File: config.mk
export PLATFORM = sky130hd
export DESIGN_NAME = alu_arb_flat
export DESIGN_NICKNAME = d
export VERILOG_FILES = /design/src/rtl/alu_pkg.sv /design/src/rtl/alu_arb_if.sv /design/src/rtl/alu.sv /design/src/rtl/alu_arb.sv /design/src/flat_wrapper.sv
export SDC_FILE = /design/constraint.sdc
export NUM_CORES = 1
export LEC_CHECK = 0
export CAP_MARGIN = 20
export CORE_MARGIN = 3
export CORE_UTILIZATION = 30
export DETAILED_ROUTE_END_ITERATION = 10
export SYNTH_ARGS = -nofsm -noshare
export SYNTH_HDL_FRONTEND = slang
export SYNTH_SLANG_ARGS = --single-unit
File: constraint.sdc
create_clock -name clk -period 3.26 [get_ports clk]
set_input_delay 0.978 -clock clk [delete_from_list [all_inputs] [get_ports clk]]
set_output_delay 0.978 -clock clk [all_outputs]
set_load 0.01 [all_outputs]
File: src/rtl/alu_pkg.sv
// Shared definitions for the arbitrated ALU: data width, op-code constants,
// FSM state encoding and the op legality decode.
package alu_pkg;

    localparam int DATA_W = 32;

    localparam logic [3:0] OP_AND   = 4'b0000;
    localparam logic [3:0] OP_OR    = 4'b0001;
    localparam logic [3:0] OP_ADD   = 4'b0010;
    localparam logic [3:0] OP_SUB   = 4'b0100;
    localparam logic [3:0] OP_SLT   = 4'b1000;
    localparam logic [3:0] OP_PASSB = 4'b1001;

    typedef enum logic [1:0] {
        ST_IDLE = 2'd0,
        ST_EXEC = 2'd1,
        ST_RESP = 2'd2
    } state_t;

    // True for every op code the ALU implements; anything else is flagged illegal.
    function automatic logic op_is_legal(input logic [3:0] op);
        case (op)
            OP_AND, OP_OR, OP_ADD, OP_SUB, OP_SLT, OP_PASSB: return 1'b1;
            default:                                         return 1'b0;
        endcase
    endfunction

endpackage

File: src/rtl/alu_arb_if.sv
// Bundle of the two requester channels, the response channel and busy.
// master = requesters/response consumer side, slave = the alu_arb block.
interface alu_arb_if;
    import alu_pkg::*;

    logic              req0_valid;
    logic              req0_ready;
    logic [3:0]        req0_op;
    logic [DATA_W-1:0] req0_a;
    logic [DATA_W-1:0] req0_b;

    logic              req1_valid;
    logic              req1_ready;
    logic [3:0]        req1_op;
    logic [DATA_W-1:0] req1_a;
    logic [DATA_W-1:0] req1_b;

    logic              rsp_valid;
    logic              rsp_ready;
    logic              rsp_id;
    logic [DATA_W-1:0] rsp_result;
    logic              rsp_zero;
    logic              rsp_illegal;

    logic              busy;

    modport master (
        output req0_valid, req0_op, req0_a, req0_b,
        output req1_valid, req1_op, req1_a, req1_b,
        output rsp_ready,
        input  req0_ready, req1_ready,
        input  rsp_valid, rsp_id, rsp_result, rsp_zero, rsp_illegal,
        input  busy
    );

    modport slave (
        input  req0_valid, req0_op, req0_a, req0_b,
        input  req1_valid, req1_op, req1_a, req1_b,
        input  rsp_ready,
        output req0_ready, req1_ready,
        output rsp_valid, rsp_id, rsp_result, rsp_zero, rsp_illegal,
        output busy
    );

endinterface

File: src/rtl/alu.sv
// Purely combinational 32-bit ALU. Unknown op codes produce zero; legality
// is judged by the caller.
module alu
    import alu_pkg::*;
(
    input  logic [3:0]        op,
    input  logic [DATA_W-1:0] a,
    input  logic [DATA_W-1:0] b,
    output logic [DATA_W-1:0] result
);

    // Op select; ADD/SUB wrap naturally, SLT is an unsigned compare.
    always_comb begin
        result = '0;
        case (op)
            OP_AND:   result = a & b;
            OP_OR:    result = a | b;
            OP_ADD:   result = a + b;
            OP_SUB:   result = a - b;
            OP_SLT:   result = {{(DATA_W-1){1'b0}}, (a < b)};
            OP_PASSB: result = b;
            default:  result = '0;
        endcase
    end

endmodule

File: src/rtl/alu_arb.sv
// Two-requester round-robin front end for a single shared ALU.
// IDLE -> EXEC (operands registered) -> RESP (result held until accepted).
// A new request may be accepted in RESP on the same cycle the response is taken.
module alu_arb
    import alu_pkg::*;
#(
    parameter logic RR_INIT = 1'b1
) (
    input  logic     clk,
    input  logic     rst_n,
    alu_arb_if.slave bus
);

    state_t            state_q, state_d;
    logic              last_grant_q, last_grant_d;
    logic [3:0]        op_q, op_d;
    logic [DATA_W-1:0] a_q, a_d;
    logic [DATA_W-1:0] b_q, b_d;
    logic              id_q, id_d;
    logic              rsp_id_q, rsp_id_d;
    logic [DATA_W-1:0] rsp_result_q, rsp_result_d;
    logic              rsp_zero_q, rsp_zero_d;
    logic              rsp_illegal_q, rsp_illegal_d;

    logic              can_accept;
    logic              accept;
    logic              grant;
    logic              op_legal;
    logic [DATA_W-1:0] alu_result;

    alu u_alu (
        .op     (op_q),
        .a      (a_q),
        .b      (b_q),
        .result (alu_result)
    );

    // Arbitration and ready: combinational from valids, state and rsp_ready only.
    always_comb begin
        can_accept = (state_q == ST_IDLE) ||
                     ((state_q == ST_RESP) && bus.rsp_ready);
        if (bus.req0_valid && bus.req1_valid) begin
            grant = ~last_grant_q;
        end else begin
            grant = bus.req1_valid;
        end
        accept         = can_accept && (bus.req0_valid || bus.req1_valid);
        bus.req0_ready = accept && !grant;
        bus.req1_ready = accept && grant;
    end

    // Next-state and datapath register updates.
    always_comb begin
        state_d       = state_q;
        last_grant_d  = last_grant_q;
        op_d          = op_q;
        a_d           = a_q;
        b_d           = b_q;
        id_d          = id_q;
        rsp_id_d      = rsp_id_q;
        rsp_result_d  = rsp_result_q;
        rsp_zero_d    = rsp_zero_q;
        rsp_illegal_d = rsp_illegal_q;
        op_legal      = op_is_legal(op_q);

        case (state_q)
            ST_IDLE: begin
                if (accept) state_d = ST_EXEC;
            end
            ST_EXEC: begin
                // Illegal ops force a zero result with the zero flag clear.
                rsp_result_d  = op_legal ? alu_result : '0;
                rsp_zero_d    = op_legal && (alu_result == '0);
                rsp_illegal_d = !op_legal;
                rsp_id_d      = id_q;
                state_d       = ST_RESP;
            end
            ST_RESP: begin
                if (bus.rsp_ready) state_d = accept ? ST_EXEC : ST_IDLE;
            end
            default: state_d = ST_IDLE;
        endcase

        if (accept) begin
            op_d         = grant ? bus.req1_op : bus.req0_op;
            a_d          = grant ? bus.req1_a  : bus.req0_a;
            b_d          = grant ? bus.req1_b  : bus.req0_b;
            id_d         = grant;
            last_grant_d = grant;
        end
    end

    // FSM and all datapath registers; async reset discards any in-flight op.
    always_ff @(posedge clk or negedge rst_n) begin
        if (!rst_n) begin
            state_q       <= ST_IDLE;
            last_grant_q  <= RR_INIT;
            op_q          <= '0;
            a_q           <= '0;
            b_q           <= '0;
            id_q          <= 1'b0;
            rsp_id_q      <= 1'b0;
            rsp_result_q  <= '0;
            rsp_zero_q    <= 1'b0;
            rsp_illegal_q <= 1'b0;
        end else begin
            state_q       <= state_d;
            last_grant_q  <= last_grant_d;
            op_q          <= op_d;
            a_q           <= a_d;
            b_q           <= b_d;
            id_q          <= id_d;
            rsp_id_q      <= rsp_id_d;
            rsp_result_q  <= rsp_result_d;
            rsp_zero_q    <= rsp_zero_d;
            rsp_illegal_q <= rsp_illegal_d;
        end
    end

    // Response outputs come straight from registers.
    always_comb begin
        bus.rsp_valid   = (state_q == ST_RESP);
        bus.busy        = (state_q != ST_IDLE);
        bus.rsp_id      = rsp_id_q;
        bus.rsp_result  = rsp_result_q;
        bus.rsp_zero    = rsp_zero_q;
        bus.rsp_illegal = rsp_illegal_q;
    end

endmodule

File: src/flat_wrapper.sv
// flat-port wrapper written by rule: the top's interface ports become plain ports
module alu_arb_flat import alu_pkg::*;
#(
    parameter logic RR_INIT = 1'b1
)
  (clk, rst_n, bus_req0_valid, bus_req0_op, bus_req0_a, bus_req0_b, bus_req1_valid, bus_req1_op, bus_req1_a, bus_req1_b, bus_rsp_ready, bus_req0_ready, bus_req1_ready, bus_rsp_valid, bus_rsp_id, bus_rsp_result, bus_rsp_zero, bus_rsp_illegal, bus_busy);
  alu_arb_if bus_i ();
  input  logic clk;
  input  logic rst_n;
  input wire logic [$bits(bus_i.req0_valid)-1:0] bus_req0_valid;
  input wire logic [$bits(bus_i.req0_op)-1:0] bus_req0_op;
  input wire logic [$bits(bus_i.req0_a)-1:0] bus_req0_a;
  input wire logic [$bits(bus_i.req0_b)-1:0] bus_req0_b;
  input wire logic [$bits(bus_i.req1_valid)-1:0] bus_req1_valid;
  input wire logic [$bits(bus_i.req1_op)-1:0] bus_req1_op;
  input wire logic [$bits(bus_i.req1_a)-1:0] bus_req1_a;
  input wire logic [$bits(bus_i.req1_b)-1:0] bus_req1_b;
  input wire logic [$bits(bus_i.rsp_ready)-1:0] bus_rsp_ready;
  output wire logic [$bits(bus_i.req0_ready)-1:0] bus_req0_ready;
  output wire logic [$bits(bus_i.req1_ready)-1:0] bus_req1_ready;
  output wire logic [$bits(bus_i.rsp_valid)-1:0] bus_rsp_valid;
  output wire logic [$bits(bus_i.rsp_id)-1:0] bus_rsp_id;
  output wire logic [$bits(bus_i.rsp_result)-1:0] bus_rsp_result;
  output wire logic [$bits(bus_i.rsp_zero)-1:0] bus_rsp_zero;
  output wire logic [$bits(bus_i.rsp_illegal)-1:0] bus_rsp_illegal;
  output wire logic [$bits(bus_i.busy)-1:0] bus_busy;
  assign bus_i.req0_valid = bus_req0_valid;
  assign bus_i.req0_op = bus_req0_op;
  assign bus_i.req0_a = bus_req0_a;
  assign bus_i.req0_b = bus_req0_b;
  assign bus_i.req1_valid = bus_req1_valid;
  assign bus_i.req1_op = bus_req1_op;
  assign bus_i.req1_a = bus_req1_a;
  assign bus_i.req1_b = bus_req1_b;
  assign bus_i.rsp_ready = bus_rsp_ready;
  assign bus_req0_ready = bus_i.req0_ready;
  assign bus_req1_ready = bus_i.req1_ready;
  assign bus_rsp_valid = bus_i.rsp_valid;
  assign bus_rsp_id = bus_i.rsp_id;
  assign bus_rsp_result = bus_i.rsp_result;
  assign bus_rsp_zero = bus_i.rsp_zero;
  assign bus_rsp_illegal = bus_i.rsp_illegal;
  assign bus_busy = bus_i.busy;
  alu_arb #(.RR_INIT(RR_INIT)) u_core (.clk(clk), .rst_n(rst_n), .bus(bus_i));
endmodule
==> impl_metrics.ini, run 1 <==
[pwr]
ir_worst_vdd_mv = 0.410
seqPwrFrac_pct = 12.1
p_leak_nw = 7.20
power_w = 0.0201
p_switching_w = 0.00953
intPower_w = 0.0106
pwr-share-clk_pct = 5.6
p_comb_share_pct = 82.3
switching_share_pct = 47.3
p_per_area_nw_per_um2 = 1300

[worst_setup_path]
reg2reg_depth = 19
critPathMaxFanout = 3
startpoint = u_core.a_q[0]
crit_type = reg2reg
cp_data_required_time_ps = 3500
rr_endpoint = u_core.bus.rsp_result[31]
reg2reg_slack_ps = -330
end_kind = flip-flop
crit_arrival_ps = 3830
r2r_start = u_core.a_q[0]
cp-start-kind = flip-flop

[status]
violations = setup timing
status = finished, violations left

[hold_path]
min_path_type = reg2reg
hold_depth = 2
min_to = u_core.bus.rsp_result[19]
min_from = u_core.bus.rsp_result[19]

[grt]
grt_pass1_wl_mm = 59.3
antenna_found_initial = 0
grt_pass1_vias = 10600
grt_max_degree = 85
grt_use_total_pct = 21.0
overflow = 0

[synthesis]
yosysSeqAreaShare_pct = 27.2
avgSynthCellArea_um2 = 8.03
synthFlopType = dfrtp_1
synthesis.nets = 1476
ys_types = 84
synthCells = 1229
yosys_warnings = 0
ys_ff_latch = 107
synth_area_leaders = dfrtp_1 27%, ha_1 13%, mux2i_1 7.1%
async_reset_ff_share_pct = 100
synth_area_um2 = 9860
yosys.area.top_type = dfrtp_1
synth_enable_flop_cells = 0
synth_top_area_share_pct = 26.9

[placement]
place_congestion = 0.963
dp_hpwl_mm = 30.9
dp.cells = 2078
place_area_um2 = 14300
port_buffers = 179

[run]
max_cap_viol_count = 0

[floorplanning]
io_pins = 180
fp-row-count = 65
die_w_um = 187
die_h_um = 187
core_um2 = 32000
start_util_pct = 30.9
dieArea_um2 = 35100

[cts]
root_buffer = clkbuf_16
htreeDepth = 3
cts_buffers = 9
clockBufferDepth = 2
clock_latency_ps = 370
clk_pin_slew_ps = 80
tritoncts = built
cts_hold_buf = 0
cts.sink_count = 107

[routing]
first_iter_violations = 772
avgViaCountPerCell = 5.14
wl_per_cell_um = 17.9
dr.pass1.iters = 7
post-route-drc-count = 0
final_antenna_net_count = 0
vias = 10900
wirelength_mm = 38.2

[final_layout]
area_delta_synth_final_pct = 57.2
layout.cells.non_filler = 2128
multi_input_area_um2 = 7070
layout_commonest_cell = buf_4
n_antenna_cell = 0
fin_util_pct = 48.5
mostFrequentLayoutCells = 331 x buf_4, 173 x clkdlybuf4s50_1, 160 x nand2_1
stdcell_area_um2 = 15500
regArea_um2 = 2680
fill_cells = 3062
fin_nets = 1935
post_route_cells_drive_above_1_share_pct = 29.0

[sta]
setup-violations-final = 5
fin_ws_ps = -330
fin_crit_sh_pct = 110
fin_setup_tns_ps = -684
rsz0062_at_grt = true
skew_ps = 11.8
max_slew.worst_pin.slew_ps = 761
slew_violations = 0
max-slew-margin-rel_pct = 48.8
finalHoldViolCount = 0
fmax_mhz = 279
fin_crit_ps = 3590
==> cells in the mapped netlist (all sizes together), types with 4 or more instances <==
master and n:
o21a 7, nor2b 9, nand3 15, nor4 13, inv 104, nor3 19, a211o 7, ha 104
a21boi 7, buf 36, clkbuf 45, a211oi 12, o31ai 9, or3 7, o2111ai 6, o22ai 4
o221ai 10, a32oi 4, o21ai 126, a21oi 65, nand2 161, nor2 98, o211ai 13, a31oi 14
nor3b 6, a21o 18, a41oi 5, nand2b 7, nand4 12, a221oi 21, a221o 23, dfrtp 106
or2 4, o31a 5, mux2i 70, o21bai 11
==> registers in the layout, summed over array words and instances, names as in the netlist <==
signal,count
u_core.a_q,32
u_core.b_q,32
u_core.bus.rsp_id,1
u_core.bus.rsp_illegal,1
u_core.bus.rsp_result,32
u_core.bus.rsp_zero,1
u_core.id_q,1
u_core.last_grant_q,1
u_core.op_q,4
u_core.state_q,2
==> worst max-delay path, cell delays in order (launching register included) <==
cell and delay [ps]:
dfrtp_1 410, inv_2 80, buf_4 160, ha_4 160
o21bai_4 140, nand3_2 110, a2111o_1 470, a31oi_4 210
buf_6 140, o21ai_4 70, buf_6 150, buf_4 140
o221a_4 240, nor3_4 180, a211oi_2 80, a211oi_2 250
o2bb2ai_1 140, o31a_1 180, buf_4 110, o21ai_1 40
==> cells by family (layout without fill, tap and decap cells) <==
| group | Yosys count | count (layout) | synth area share [%] |
|---|---|---|---|
| AO/OA/AOI/OAI | 394 | 394 | 27.4 |
| multiplexers | 70 | 70 | 7.10 |
| flip-flops | 107 | 107 | 27.2 |
| adder cells (fa/ha/maj) | 106 | 106 | 13.6 |
| buffers and inverters | 185 | 649 | 7.55 |
| AND/OR/NAND/NOR | 364 | 364 | 17.0 |
| XOR/XNOR | 3 | 3 | 0.266 |
==> power by group through the flow <==
stage	Clock, W	Sequential, W	Combinational [W]
CTS	0.00116	0.00243	0.0150
finish	0.00113	0.00244	0.0166
global placement	0	0.00243	0.0142
floorplan	0	0.00252	0.00693
detailed placement	0	0.00246	0.0143
global route	0.00122	0.00252	0.0179
==> how the worst max path moves through the flow <==
stage	endpoint	slack, ps	depth (start not counted)
2_1_floorplan	u_core.bus.rsp_zero	20	14
3_3_place_gp	bus_req0_ready	-610	6
3_5_place_dp	bus_req0_ready	-610	6
4_1_cts	u_core.bus.rsp_zero	-360	14
5_1_grt	u_core.bus.rsp_zero	-570	16
6_report	u_core.bus.rsp_result[31]	-330	19
==> final cells by class <==
cell class | instances | share of cell area [%]
Multi-Input combinational cell | 937 | 45.6
Timing Repair Buffer | 529 | 29.2
Sequential cell | 107 | 17.3
Tap cell | 435 | 3.51
Inverter | 104 | 2.52
Clock buffer | 11 | 1.50
Clock inverter | 5 | 0.363
==> through the flow <==
| step | setup WS [ps] | hold WS, ps |
|---|---|---|
| 2_1_floorplan | 16.1 | 439 |
| 3_5_place_dp | -606 | 467 |
| 6_report | -330 | 477 |
| 4_1_cts | -356 | 486 |
| 3_3_place_gp | -608 | 462 |
| 5_1_grt | -566 | 496 |
==> layer usage <==
layer  global-route usage, %  share of wire [%]
met5                       0                  0
met3                    2.68                6.3
met4                    6.48                2.3
met1                    31.5                 49
met2                    31.1                 42
==> what timing repair did <==
item                                    CTS  global route
gates resized for setup                  58            91
endpoints found under the setup margin   13            14
setup buffers                            10            29
pin swaps                                22            57
Note: power is estimated with default switching activity, not from simulation.
==> inputs of run 2 (changes only) <==
--- a/config.mk
+++ b/config.mk
@@ -9,6 +9,7 @@
 export CORE_MARGIN = 3
 export CORE_UTILIZATION = 30
 export DETAILED_ROUTE_END_ITERATION = 10
+export HOLD_SLACK_MARGIN = 0.08
 export SYNTH_ARGS = -nofsm -noshare
 export SYNTH_HDL_FRONTEND = slang
 export SYNTH_SLANG_ARGS = --single-unit
==> results of run 2 <==
Same layout as run 1: the final DEF is identical, and so are final timing and power.
